File: src/rtl/csr_ctrl_pkg.sv
// CSR control shared definitions: op encodings, CSR addresses, ECALL cause code,
// FSM state type and the request legality check.
// Imported by csr_ctrl and csr_alu; purely declarative, no hardware of its own.
package csr_ctrl_pkg;

  // Request op encodings from the execute stage
  localparam logic [2:0] OP_CSRRW = 3'b001;
  localparam logic [2:0] OP_CSRRS = 3'b010;
  localparam logic [2:0] OP_CSRRC = 3'b011;
  localparam logic [2:0] OP_ECALL = 3'b100;
  localparam logic [2:0] OP_MRET  = 3'b101;

  // Machine-mode CSR addresses implemented by this hart
  localparam logic [11:0] CSR_MSTATUS  = 12'h300;
  localparam logic [11:0] CSR_MISA     = 12'h301;
  localparam logic [11:0] CSR_MIE      = 12'h304;
  localparam logic [11:0] CSR_MTVEC    = 12'h305;
  localparam logic [11:0] CSR_MSCRATCH = 12'h340;
  localparam logic [11:0] CSR_MEPC     = 12'h341;
  localparam logic [11:0] CSR_MCAUSE   = 12'h342;
  localparam logic [11:0] CSR_MTVAL    = 12'h343;
  localparam logic [11:0] CSR_MIP      = 12'h344;
  localparam logic [11:0] CSR_MHARTID  = 12'hF14;

  // mcause value for an environment call from M-mode
  localparam int unsigned CAUSE_ECALL_M = 11;

  typedef enum logic [2:0] {
    ST_IDLE,
    ST_READ,
    ST_READ2,
    ST_WRITE,
    ST_RESP
  } state_e;

  function automatic logic is_csr_op(input logic [2:0] op);
    return (op == OP_CSRRW) || (op == OP_CSRRS) || (op == OP_CSRRC);
  endfunction

  function automatic logic addr_legal(input logic [11:0] a);
    case (a)
      CSR_MSTATUS, CSR_MISA, CSR_MIE, CSR_MTVEC, CSR_MSCRATCH,
      CSR_MEPC, CSR_MCAUSE, CSR_MTVAL, CSR_MIP, CSR_MHARTID: return 1'b1;
      default: return 1'b0;
    endcase
  endfunction

  // Illegal: unknown op, unimplemented CSR, or an effective write to a
  // read-only CSR (addr[11:10]==11). RS/RC with src==0 do not write, so
  // they may read read-only CSRs.
  function automatic logic req_illegal(input logic [2:0] op, input logic [11:0] a,
                                       input logic src_nz);
    logic writes;
    writes = (op == OP_CSRRW) || src_nz;
    if ((op == OP_ECALL) || (op == OP_MRET)) return 1'b0;
    if (!is_csr_op(op)) return 1'b1;
    return !addr_legal(a) || (writes && (a[11:10] == 2'b11));
  endfunction

endpackage

File: src/rtl/csr_alu.sv
// CSR read-modify-write arithmetic for CSRRW/CSRRS/CSRRC.
// Latency: combinational. Backpressure: none (pure function of inputs).
// Ports: op (request op), old_val (current CSR value), src (rs1 operand),
//        new_val (value to write), wr_en (0 when RS/RC with src==0 suppress the write).
module csr_alu
  import csr_ctrl_pkg::*;
#(
  parameter int XLEN = 64
) (
  input  logic [2:0]      op,
  input  logic [XLEN-1:0] old_val,
  input  logic [XLEN-1:0] src,
  output logic [XLEN-1:0] new_val,
  output logic            wr_en
);

  always_comb begin
    new_val = old_val;
    wr_en   = 1'b0;
    case (op)
      OP_CSRRW: begin
        new_val = src;
        wr_en   = 1'b1;
      end
      OP_CSRRS: begin
        new_val = old_val | src;
        wr_en   = |src;
      end
      OP_CSRRC: begin
        new_val = old_val & ~src;
        wr_en   = |src;
      end
      default: ;
    endcase
  end

endmodule

File: src/rtl/csr_ctrl.sv
// CSR access / trap sequencer between execute stage and the CSR file.
// Latency: accept edge T -> resp_valid_o in cycle T+3 (MRET T+4); one request in flight.
// Backpressure: req_ready_o high only in IDLE; response is a one-cycle pulse, never stalled.
// Ports: req_* request from execute; resp_* result/redirect; csr_raddr_o/csr_rdata_i
//        combinational CSR read; csr_we_o/waddr/wdata generic write; mepc/mcause/mie trap strobes.
module csr_ctrl
  import csr_ctrl_pkg::*;
#(
  parameter int XLEN   = 64,
  parameter int ADDR_W = 12
) (
  input  logic              clk,
  input  logic              rst,
  input  logic              req_valid_i,
  output logic              req_ready_o,
  input  logic [2:0]        req_op_i,
  input  logic [ADDR_W-1:0] req_addr_i,
  input  logic [XLEN-1:0]   req_src_i,
  input  logic [XLEN-1:0]   req_pc_i,
  output logic              resp_valid_o,
  output logic [XLEN-1:0]   resp_rdata_o,
  output logic              resp_redirect_o,
  output logic [XLEN-1:0]   resp_target_o,
  output logic              resp_illegal_o,
  output logic [ADDR_W-1:0] csr_raddr_o,
  input  logic [XLEN-1:0]   csr_rdata_i,
  output logic              csr_we_o,
  output logic [ADDR_W-1:0] csr_waddr_o,
  output logic [XLEN-1:0]   csr_wdata_o,
  output logic              csr_we_mepc_o,
  output logic [XLEN-1:0]   csr_wdata_mepc_o,
  output logic              csr_we_mcause_o,
  output logic [XLEN-1:0]   csr_wdata_mcause_o,
  output logic              csr_exception_mie_req_o
);

  state_e            state;
  logic [2:0]        op_q;
  logic [ADDR_W-1:0] addr_q;
  logic [XLEN-1:0]   src_q;
  logic [XLEN-1:0]   pc_q;
  logic [XLEN-1:0]   old_q;
  logic [XLEN-1:0]   tgt_q;
  logic              illegal_q;

  logic [11:0]       req_addr12;
  logic [XLEN-1:0]   alu_old;
  logic [XLEN-1:0]   alu_new;
  logic              alu_wr;
  logic [XLEN-1:0]   mret_val;

  assign req_addr12 = 12'(req_addr_i);

  // Strobes are registered on the edge entering WRITE, so in READ the ALU
  // must see the live read data rather than the not-yet-captured old_q.
  assign alu_old = (state == ST_READ) ? csr_rdata_i : old_q;

  csr_alu #(.XLEN(XLEN)) u_alu (
    .op      (op_q),
    .old_val (alu_old),
    .src     (src_q),
    .new_val (alu_new),
    .wr_en   (alu_wr)
  );

  // MRET: MIE <= MPIE, MPIE <= 1, everything else cleared
  always_comb begin
    mret_val    = '0;
    mret_val[3] = old_q[7];
    mret_val[7] = 1'b1;
  end

  always_ff @(posedge clk) begin
    if (rst) begin
      state                   <= ST_IDLE;
      op_q                    <= '0;
      addr_q                  <= '0;
      src_q                   <= '0;
      pc_q                    <= '0;
      old_q                   <= '0;
      tgt_q                   <= '0;
      illegal_q               <= 1'b0;
      req_ready_o             <= 1'b1;
      resp_valid_o            <= 1'b0;
      resp_rdata_o            <= '0;
      resp_redirect_o         <= 1'b0;
      resp_target_o           <= '0;
      resp_illegal_o          <= 1'b0;
      csr_raddr_o             <= '0;
      csr_we_o                <= 1'b0;
      csr_waddr_o             <= '0;
      csr_wdata_o             <= '0;
      csr_we_mepc_o           <= 1'b0;
      csr_wdata_mepc_o        <= '0;
      csr_we_mcause_o         <= 1'b0;
      csr_wdata_mcause_o      <= '0;
      csr_exception_mie_req_o <= 1'b0;
    end else begin
      // Every output is a single-state pulse; default everything low/zero.
      resp_valid_o            <= 1'b0;
      resp_rdata_o            <= '0;
      resp_redirect_o         <= 1'b0;
      resp_target_o           <= '0;
      resp_illegal_o          <= 1'b0;
      csr_raddr_o             <= '0;
      csr_we_o                <= 1'b0;
      csr_waddr_o             <= '0;
      csr_wdata_o             <= '0;
      csr_we_mepc_o           <= 1'b0;
      csr_wdata_mepc_o        <= '0;
      csr_we_mcause_o         <= 1'b0;
      csr_wdata_mcause_o      <= '0;
      csr_exception_mie_req_o <= 1'b0;

      case (state)
        ST_IDLE: begin
          if (req_valid_i) begin
            op_q        <= req_op_i;
            addr_q      <= req_addr_i;
            src_q       <= req_src_i;
            pc_q        <= req_pc_i;
            illegal_q   <= req_illegal(req_op_i, req_addr12, |req_src_i);
            req_ready_o <= 1'b0;
            state       <= ST_READ;
            if (req_op_i == OP_ECALL)     csr_raddr_o <= ADDR_W'(CSR_MTVEC);
            else if (req_op_i == OP_MRET) csr_raddr_o <= ADDR_W'(CSR_MSTATUS);
            else                          csr_raddr_o <= req_addr_i;
          end
        end

        ST_READ: begin
          old_q <= csr_rdata_i;
          if (op_q == OP_MRET) begin
            csr_raddr_o <= ADDR_W'(CSR_MEPC);
            state       <= ST_READ2;
          end else begin
            state <= ST_WRITE;
            if (!illegal_q && is_csr_op(op_q) && alu_wr) begin
              csr_we_o    <= 1'b1;
              csr_waddr_o <= addr_q;
              csr_wdata_o <= alu_new;
            end
            if (op_q == OP_ECALL) begin
              csr_we_mepc_o           <= 1'b1;
              csr_wdata_mepc_o        <= pc_q;
              csr_we_mcause_o         <= 1'b1;
              csr_wdata_mcause_o      <= XLEN'(CAUSE_ECALL_M);
              csr_exception_mie_req_o <= 1'b1;
            end
          end
        end

        ST_READ2: begin
          tgt_q       <= csr_rdata_i;
          state       <= ST_WRITE;
          csr_we_o    <= 1'b1;
          csr_waddr_o <= ADDR_W'(CSR_MSTATUS);
          csr_wdata_o <= mret_val;
        end

        ST_WRITE: begin
          state          <= ST_RESP;
          resp_valid_o   <= 1'b1;
          resp_illegal_o <= illegal_q;
          resp_rdata_o   <= (is_csr_op(op_q) && !illegal_q) ? old_q : '0;
          if (op_q == OP_ECALL) begin
            resp_redirect_o <= 1'b1;
            resp_target_o   <= old_q;
          end else if (op_q == OP_MRET) begin
            resp_redirect_o <= 1'b1;
            resp_target_o   <= tgt_q;
          end
        end

        ST_RESP: begin
          state       <= ST_IDLE;
          req_ready_o <= 1'b1;
        end

        default: state <= ST_IDLE;
      endcase
    end
  end

endmodule

File: config.mk
export PLATFORM = sky130hd
export DESIGN_NAME = csr_ctrl
export DESIGN_NICKNAME = d
export VERILOG_FILES = /design/src/rtl/csr_ctrl_pkg.sv /design/src/rtl/csr_alu.sv /design/src/rtl/csr_ctrl.sv
export SDC_FILE = /design/constraint.sdc
export NUM_CORES = 1
export LEC_CHECK = 0
export CORE_MARGIN = 4
export CORE_UTILIZATION = 30
export CTS_BUF_LIST = sky130_fd_sc_hd__clkbuf_4
export DETAILED_ROUTE_END_ITERATION = 10
export PLACE_DENSITY = 0.57
export SETUP_SLACK_MARGIN = 0.5
export SKIP_LAST_GASP = 1
export SYNTH_ARGS = -nofsm -noshare
export SYNTH_HDL_FRONTEND = slang
export SYNTH_SLANG_ARGS = --single-unit
export TNS_END_PERCENT = 30
File: constraint.sdc
create_clock -name clk -period 4.1 [get_ports clk]
set_input_delay 1.23 -clock clk [delete_from_list [all_inputs] [get_ports clk]]
set_output_delay 1.23 -clock clk [all_outputs]
set_load 0.005 [all_outputs]
==> results.py, run 1 <==
metrics = {
    "critical_path": {
        "end_kind": "output pin",
        "crit_type": "flop to output pin",
        "cp_max_fo": 2,
        "max_stage_delay_ns": 0.67,
        "cp_top_family": "buffers and inverters",
        "path_buf_inv": 1,
        "crit_chain": "clkdlybuf4s50_1",
        "crit_arrival_ns": 1.94,
        "cp.required_ns": 2.87,
        "cp-start-kind": "flop",
        "cp_slowest_cell": "clkdlybuf4s50_1",
    },
    "timing": {
        "tightest_slew_ns": 1.21,
        "slew_headroom_pct": 19.5,
        "fin_ws_ns": 0.932,
        "fin_skew_ns": 0.0516,
        "max_freq_mhz": 316,
        "grt_setup_unrepaired": "no",
        "hold_violations": 0,
        "setup_viol_count_final": 0,
        "period_needed_ns": 3.17,
        "min_period_over_period_pct": 77.3,
        "fin_tns_setup_ns": 0,
        "maxSlewViolCount": 0,
    },
    "placed_design": {
        "io_buffers": 500,
        "dp_hpwl_um": 49300,
        "preCtsSetupSlack_ns": 0.269,
        "gp_congestion": 0.808,
    },
    "cts": {
        "tritoncts": "yes",
        "numCtsBuffers": 153,
        "postCtsHoldBufs": 0,
        "htreeDepth": 4,
        "root_buffer": "clkbuf_4",
        "cts_buffer_depth": 3,
        "clkLatencyLatePin_ns": 0.93,
        "clkSinkCount": 561,
        "path_clk_slew_ns": 0.07,
        "cts_setup_buffers": 0,
        "cts.repair.resized": 0,
    },
    "global_routing": {
        "grtUsageTotal_pct": 20.7,
        "grt_pass1_vias": 17500,
        "grt_max_degree": 134,
        "grt-ovfl-total": 0,
        "grt_pass1_wl_um": 107000,
        "grt_antenna_before_repair": 5,
    },
    "logic_synthesis": {
        "synth_mux_area_share_pct": 0.0520,
        "synth_top_area_cell": "dfxtp_1",
        "yosys_register_bits": 561,
        "netlist_area_um2": 19200,
        "avgSynthCellArea_um2": 8.77,
        "synth_top_family_by_area": "simple AND/OR/NAND/NOR gates",
        "synth_xor_area_share_pct": 0.0911,
        "synth_commonest_cells": "dfxtp_1, nand2_1, a21oi_1, nor2_1, clkbuf_1",
        "yosys.cell_count.top_type": "dfxtp_1",
        "yosys.area_share.simple_pct": 20.5,
        "yosysSeqAreaShare_pct": 58.4,
        "yosysWarnings": 0,
        "synth_compound_area_share_pct": 14.6,
        "netlist_top_cells_area": "dfxtp_1, nand2_1, a21oi_1",
        "synth_cell_type_count": 41,
        "ys.flop_type": "dfxtp_1",
        "synthCells": 2193,
        "synthArstFlopShare_pct": 0,
        "synth_edf_count": 0,
        "synthDominantCellAreaShare_pct": 58.4,
        "synth_fa_ha_area_share_pct": 0,
    },
    "die": {
        "die_y_um": 261,
        "io_pins": 562,
        "placeableCoreArea_um2": 63300,
        "start_util_pct": 30.4,
        "dieArea_um2": 68200,
        "die_w_um": 261,
        "rows": 92,
    },
    "power": {
        "finalPower_mw": 12.5,
        "p_leak_nw": 9.77,
        "peakVddDrop_mv": 0.266,
        "powerDensity_nw_per_um2": 471,
    },
    "detailed_routing": {
        "dr.first_iter.drc_count": 959,
        "viasPerCell": 4.80,
        "wire_per_inst_um": 20.1,
        "vias": 17500,
        "antenna_left": 0,
        "drc": 0,
        "totalWireLength_um": 73500,
        "dr.pass1.iters": 5,
    },
    "run_status": {
        "status": "finished, final reports clean",
    },
    "finish": {
        "drive_gt1_share_pct": 10.4,
        "final_nets": 2919,
        "area_growth_pct": 38.6,
        "final_core_util_pct": 42.1,
    },
    "flow_run": {
        "cap_violations": 0,
    },
    "worst_hold_path": {
        "hp-class": "flop to flop",
    },
}
placed cells by master, fill, tap and decap left out, types with 2 or more instances in the layout:
master / Yosys / routed
a21oi_1: 277 / 277
a22o_1: 2 / 2
a22oi_1: 127 / 127
and2_1: 72 / 72
and3_1: 65 / 64
buf_12: 0 / 6
buf_4: 67 / 30
bufinv_16: 0 / 3
clkbuf_4: 0 / 219
clkdlybuf4s50_1: 0 / 499
clkinv_1: 0 / 17
clkinv_2: 0 / 6
clkinv_4: 0 / 2
clkinvlp_4: 0 / 3
conb_1: 1 / 61
dfxtp_1: 561 / 561
diode_2: 0 / 3
inv_1: 4 / 2
inv_2: 0 / 6
nand2_1: 548 / 548
nand3_1: 3 / 2
nand3b_1: 2 / 2
nand4_1: 6 / 6
nor2_1: 141 / 138
nor2_4: 0 / 2
nor2b_1: 5 / 3
nor2b_4: 0 / 2
nor3_1: 3 / 2
nor3b_1: 13 / 11
nor3b_2: 0 / 2
nor4_1: 37 / 35
nor4_2: 0 / 2
o2111ai_1: 2 / 2
o21ai_0: 71 / 71
or3b_4: 0 / 2
xnor2_1: 2 / 2
cell families after synthesis:
| family | after synthesis |
|---|---|
| other | 1 |
| xor gates and xnor gates | 2 |
| AOI/OAI and AO/OA | 487 |
| buffers and inverters | 239 |
| muxes | 1 |
| DFF | 561 |
| and+or+nand+nor | 902 |
through the flow:
stage / instance area [um2] / cells / hold WS (ns)
after global routing: 26700 / 3657 / 0.457
after global placement: 24800 / 3400 / 0.435
after floorplan: 19500 / 2253 / 0.430
after CTS: 26600 / 3654 / 0.433
final: 26700 / 3657 / 0.440
after detailed placement: 24800 / 3400 / 0.438
path summary, 6_finish.rpt:
check / start / end / slack [ns] / cells after the start
worst min register to register: pc_q[35] / csr_wdata_mepc_o[35] / 0.44 / 1
worst max-delay path: req_ready_o / req_ready_o / 0.93 / 1
worst min-delay path: pc_q[35] / csr_wdata_mepc_o[35] / 0.44 / 1
worst max register to register: src_q[43] / csr_wdata_o[3] / 1.25 / 6
routing by layer:
layer	track usage, %	vias to the layer above	routed length, um
li1	-	8312	-
met1	24.7	8321	29500
met2	35.0	770	35600
met3	6.72	129	6350
met4	7.82	4	1930
met5	0	-	34
sequential cells by signal (all words and copies together), names as in the netlist, 3 cells and up:
| signal | count |
|---|---|
| addr_q | 12 |
| csr_waddr_o | 12 |
| old_q | 64 |
| pc_q | 64 |
| state | 3 |
| csr_wdata_mepc_o | 64 |
| csr_raddr_o | 12 |
| resp_rdata_o | 64 |
| resp_target_o | 64 |
| src_q | 64 |
| op_q | 3 |
| csr_wdata_o | 64 |
| tgt_q | 64 |
power by group:
| group | total [mW] | internal [mW] | switching, mW |
|---|---|---|---|
| Sequential | 5.96 | 5.74 | 0.215 |
| Combinational | 1.65 | 0.569 | 1.08 |
| Clock | 4.94 | 2.63 | 2.31 |
| Total | 12.5 | 8.94 | 3.61 |
final cells by class:
cell class	count	area, um2
multi-input combinational	1453	7110
inverter	4	15.0
fill	6312	36700
antenna	3	7.51
clock buffer	219	1640
sequential	561	11200
tap	846	1060
timing repair buffer	536	5360
clock inverter	35	239
Power figures use the tool's default switching activity.
==> inputs of run 2 (changes only) <==
Settings changed: PLACE_DENSITY 0.57 to 0.59.
Clock period 4.1 ns to 2.6 ns, I/O delays scaled along.
==> run 2 against run 1 <==
Net effect: clock power up 61%; worst setup slack got worse by 0.74 ns; sequential power rose by 58%; non-clock buffer count is 54 higher; critical endpoint is now csr_waddr_o[3]; via count rose by 1.3%; highest routed layer unchanged; largest cell class unchanged; cell area up 3.5%; clock skew rose by 0.0035 ns; count of clock-buffer cells in the layout fell by 4; worst hold slack got worse by 0.050 ns; wire length grew 1.6%; critical path depth up 7; first-iteration DRC count up 5.4%.
==> results.py, run 2 (synthesis results as in run 1) <==
metrics = {
    "run_status": {
        "status": "finished, final reports clean",
    },
    "timing": {
        "fin_ws_ns": 0.190,
        "hold_violations": 0,
        "fin_skew_ns": 0.0551,
        "tightest_slew_ns": 0.945,
        "maxSlewViolCount": 0,
        "slew_headroom_pct": 37.0,
        "min_period_over_period_pct": 92.7,
        "holdWs_ns": 0.390,
        "period_needed_ns": 2.41,
        "grt_setup_unrepaired": "yes",
        "max_freq_mhz": 415,
        "setup_viol_count_final": 0,
    },
    "finish": {
        "layout_commonest_cell": "nand2_1",
        "multi_input_area_um2": 7680,
        "final_cell_mix": "nand2_1, dfxtp_1, a21oi_1",
        "final_nets": 2972,
        "layoutNonFillerInstCount": 3722,
        "drive_gt1_share_pct": 24.6,
        "area_growth_pct": 43.5,
        "regArea_um2": 11400,
        "n_fill_cell": 6306,
    },
    "global_routing": {
        "grt-ovfl-total": 0,
        "grt_antenna_before_repair": 9,
        "grtUsageTotal_pct": 20.3,
        "grt_pass1_vias": 17600,
        "grt_pass1_wl_um": 105000,
        "grt_max_degree": 135,
    },
    "cts": {
        "cts_buffer_depth": 3,
        "htreeDepth": 4,
        "root_buffer": "clkbuf_4",
        "path_clk_slew_ns": 0.06,
        "clkLatencyLatePin_ns": 0.94,
        "clkSinkCount": 561,
        "tritoncts": "yes",
        "numCtsBuffers": 152,
    },
    "placed_design": {
        "preCtsSetupSlack_ns": -0.454,
        "dp.cells": 3437,
        "dp_hpwl_um": 50600,
        "io_buffers": 500,
        "gp_congestion": 0.797,
    },
    "worst_hold_path": {
        "hp-class": "input pin to flop",
        "holdPathStages": 3,
    },
    "detailed_routing": {
        "wire_per_inst_um": 20.1,
        "viasPerCell": 4.77,
        "antenna_left": 0,
        "dr.pass1.iters": 7,
        "dr.first_iter.drc_count": 1011,
        "totalWireLength_um": 74700,
        "vias": 17800,
        "drc": 0,
    },
    "die": {
        "start_util_pct": 30.4,
        "placeableCoreArea_um2": 63300,
        "io_pins": 562,
        "rows": 92,
        "die_y_um": 261,
        "die_w_um": 261,
        "dieArea_um2": 68200,
    },
    "critical_path": {
        "end_kind": "flop",
        "cp_max_fo": 7,
        "crit_arrival_ns": 3.17,
        "cp-start-kind": "flop",
        "reg2regPathDepth": 8,
        "cp.required_ns": 3.36,
        "crit_type": "flop to flop",
    },
    "power": {
        "peakVddDrop_mv": 0.336,
        "powerDensity_nw_per_um2": 735,
        "finalPower_mw": 20.3,
        "p_leak_nw": 11.3,
    },
    "flow_run": {
        "cap_violations": 0,
    },
}
## run 2: changes by cell type in the layout (fill, tap and decap cells not counted), moves of 12 or more
cell and delta:
nor2_4 +50, buf_2 +77, dfxtp_2 +115, clkdlybuf4s50_1 -291
nor4_1 -12, clkbuf_2 +21, dfxtp_1 -118, dlygate4sd2_1 +123
buf_6 +75, buf_4 +31, nor2_1 -52
## run 2: what timing repair did
item	CTS	global route
endpoints found under the setup margin	368	424
pin swaps	0	75
cloned	0	10
hold endpoints to repair	4	0
buffers inserted	1	5
hold buffers	1	0
resized for setup	754	374
## run 2: stage by stage
step | cell area [um2] | utilization [%] | TNS [ns]
after detailed placement | 25100 | 39.7 | -0.454
after global routing | 27600 | 43.6 | 0
after floorplan | 19500 | - | 0
after CTS | 26700 | 42.2 | 0
after global placement | 25100 | 39.7 | -0.514
final | 27600 | 43.6 | 0
## run 2: worst max-delay path, cell delays in order, from the launching register on
cell and delay [ns]:
dfxtp_4 0.36, nor4_4 0.29, buf_4 0.15, nand4_1 0.11
or4_4 0.60, o211ai_4 0.33, buf_6 0.20, buf_12 0.16
nor3b_2 0.06
## run 2: final timing paths
path / slack, ns / startpoint / end
min reg2reg: 0.44 / pc_q[56] / csr_wdata_mepc_o[56]
min: 0.39 / req_pc_i[30] / pc_q[30]
max: 0.19 / src_q[17] / csr_waddr_o[3]
max reg2reg: 0.19 / src_q[17] / csr_waddr_o[3]
## run 2: power breakdown
group          total, mW  switching (mW)  internal (mW)
combinational       2.91            1.83           1.08
sequential          9.42           0.358           9.06
clock               7.96            3.65           4.32
## run 2: area by class of cell
cell class | instances | share of cell area [%]
antenna | 13 | 0.118
clock buffer | 215 | 5.85
clock inverter | 40 | 1.23
inverter | 4 | 0.0544
multi-input combinational | 1453 | 27.8
sequential | 561 | 41.3
tap | 846 | 3.84
timing repair buffer | 590 | 19.8
## run 2: per-layer routing
metal / part of all wire [%] / GRT usage, % / vias up
li1: - / - / 8459
met1: 40 / 23.8 / 8439
met2: 49 / 34.5 / 728
met3: 8.2 / 6.75 / 135
met4: 2.6 / 7.68 / 4
met5: 0.046 / 0 / -
==> inputs of run 3 (changes only) <==
Settings changed: CORE_UTILIZATION 30 to 45, PLACE_DENSITY 0.59 to 0.8, REMOVE_ABC_BUFFERS from default to 1, SYNTH_HIERARCHICAL from default to 1.
==> run 3 against run 2 <==
Net effect: register-to-register slack gained 0.11 ns; synthesized area increased by 8.3%; clock power decreased by 6.8%; cell area increased by 3.9%.
==> results.py, run 3 <==
metrics = {
    "run_status": {
        "status": "finished, final reports clean",
    },
    "power": {
        "peakVddDrop_mv": 0.457,
        "p_leak_nw": 12.5,
        "finalPower_mw": 19.5,
        "powerDensity_nw_per_um2": 678,
    },
    "logic_synthesis": {
        "yosys.cell_count.top_type": "dfxtp_1",
        "avgSynthCellArea_um2": 9.29,
        "synth_top_family_by_area": "simple AND/OR/NAND/NOR gates",
        "synth_compound_area_share_pct": 11.3,
        "synth_cell_type_count": 45,
        "yosysSeqAreaShare_pct": 53.9,
        "synth_commonest_cells": "dfxtp_1, nand2_1, a21oi_1, and2_1, mux2_2",
        "synth_mux_area_share_pct": 6.92,
        "netlist_area_um2": 20800,
        "synth_fa_ha_area_share_pct": 0,
        "synthArstFlopShare_pct": 0,
        "synth_xor_area_share_pct": 0,
        "yosys_register_bits": 561,
        "synthDominantCellAreaShare_pct": 53.9,
        "yosys.area_share.simple_pct": 21.6,
        "synthCells": 2243,
        "synth_edf_count": 0,
        "ys.flop_type": "dfxtp_1",
        "synth_top_area_cell": "dfxtp_1",
        "netlist_top_cells_area": "dfxtp_1, nand2_1, mux2_2",
        "yosysWarnings": 6,
    },
    "finish": {
        "final_nets": 3048,
        "n_fill_cell": 3664,
        "final_cell_mix": "nand2_1, dfxtp_1, a21oi_1",
        "area_growth_pct": 37.6,
        "layout_commonest_cell": "nand2_1",
        "drive_gt1_share_pct": 28.5,
        "design_area_um2": 28700,
        "multi_input_area_um2": 8960,
        "regArea_um2": 11400,
    },
    "cts": {
        "numCtsBuffers": 147,
        "postCtsHoldBufs": 0,
        "htreeDepth": 4,
        "path_clk_slew_ns": 0.08,
        "root_buffer": "clkbuf_4",
        "tritoncts": "yes",
        "clkLatencyLatePin_ns": 0.93,
        "clkSinkCount": 561,
        "cts_buffer_depth": 3,
    },
    "detailed_routing": {
        "vias": 18900,
        "antenna_left": 0,
        "totalWireLength_um": 75300,
        "dr.first_iter.drc_count": 1517,
        "drc": 0,
        "viasPerCell": 5.34,
        "dr.pass1.iters": 5,
        "wire_per_inst_um": 21.3,
    },
    "placed_design": {
        "post_dp_cell_area_um2": 26400,
        "preCtsSetupSlack_ns": -0.523,
        "gp_congestion": 0.913,
        "dp_hpwl_um": 49100,
        "io_buffers": 500,
    },
    "critical_path": {
        "r2r_setup_slack_ns": 0.30,
        "crit_chain": "nor4_4 > nand4_1 > nor4_2 > buf_4 > o22ai_4 > nand3_2 > nor2_4 > buf_12 > buf_12 > and2_1",
        "cp.required_ns": 3.39,
        "crit_arrival_ns": 3.09,
        "path_buf_inv": 3,
        "cp_slowest_cell": "dfxtp_2",
        "max_stage_delay_ns": 0.36,
        "cp_max_fo": 7,
        "cp_top_family": "simple AND/OR/NAND/NOR gates",
        "cp-start-kind": "flop",
        "crit_top_cell": "buf_12",
        "crit_type": "flop to flop",
        "end_kind": "flop",
    },
    "die": {
        "die_y_um": 223,
        "placeableCoreArea_um2": 45600,
        "io_pins": 562,
        "start_util_pct": 45.7,
        "die_w_um": 223,
        "rows": 78,
        "dieArea_um2": 49800,
    },
    "global_routing": {
        "grt_max_degree": 120,
        "grt_antenna_before_repair": 7,
        "grt_pass1_wl_um": 106000,
        "grt_pass1_vias": 18500,
        "grt-ovfl-total": 0,
        "grtUsageTotal_pct": 27.3,
    },
    "timing": {
        "min_period_over_period_pct": 88.5,
        "fin_ws_ns": 0.299,
        "tightest_slew_ns": 1.07,
        "holdWs_ns": 0.181,
        "hold_violations": 0,
        "slew_headroom_pct": 28.5,
        "setup_viol_count_final": 0,
        "max_freq_mhz": 435,
        "maxSlewViolCount": 0,
        "fin_skew_ns": 0.0412,
        "fin_tns_setup_ns": 0,
        "grt_setup_unrepaired": "yes",
        "period_needed_ns": 2.30,
    },
    "flow_run": {
        "cap_violations": 0,
    },
    "worst_hold_path": {
        "hp-class": "input pin to flop",
    },
}
-- run 3: cell types whose count changed after synthesis, sizes merged, moves of 4 or more --
cell    before  now
buf        101  139
o21ai       71    6
a21oi      277  214
nor3b       13    1
nor2b        5   66
and2        72  144
nor2       141   80
clkbuf     134   87
nand2b       1    5
mux2         0  128
-- run 3: cell families (layout without fill, tap and decap cells) --
kind of cell	after synthesis	after routing
flops	561	561
simple gates	964	966
buf+inv	230	861
mux	128	128
compound gates	359	359
other cells	1	65
-- run 3: repair_timing --
item,4_1_cts,5_1_grt
buffers inserted,2,6
setup endpoints to repair,368,375
gates resized for setup,777,267
gates cloned,0,17
pin swaps,0,87
-- run 3: where the power goes --
part | switching [mW] | internal, mW
logic | 1.54 | 1.28
clock network | 3.57 | 3.85
registers | 0.278 | 8.93
total | 5.39 | 14.1
-- run 3: layer usage --
layer	global-route usage, %	part of all wire, %	wire length [um]	up-vias
met3	9.93	11	8020	192
met5	0	0.031	23	-
li1	-	-	-	8614
met4	12.5	4.0	3030	4
met2	46.2	49	36600	1053
met1	30.9	37	27700	9049
-- run 3: worst paths after layout --
path / start / endpoint / depth (start not counted)
worst max-delay path: src_q[17] / csr_wdata_o[44] / 10
worst min-delay path: rst / csr_we_o / 2
worst max register to register: src_q[17] / csr_wdata_o[44] / 10
worst min register to register: pc_q[59] / csr_wdata_mepc_o[59] / 1
-- run 3: layout make-up --
class / instances / share of cell area [%]
Inverter: 4 / 0.0524
Sequential cell: 561 / 39.7
Timing Repair Buffer: 610 / 20.1
Clock buffer: 207 / 5.42
Tap cell: 600 / 2.62
Antenna cell: 4 / 0.0349
Clock inverter: 40 / 0.755
Multi-Input combinational cell: 1514 / 31.2
-- run 3: stage by stage --
step           cells  util [%]
2_1_floorplan   2077         -
3_3_place_gp    3264      57.9
3_5_place_dp    3264      57.9
4_1_cts         3513      61.1
5_1_grt         3539      62.9
6_report        3540      62.9
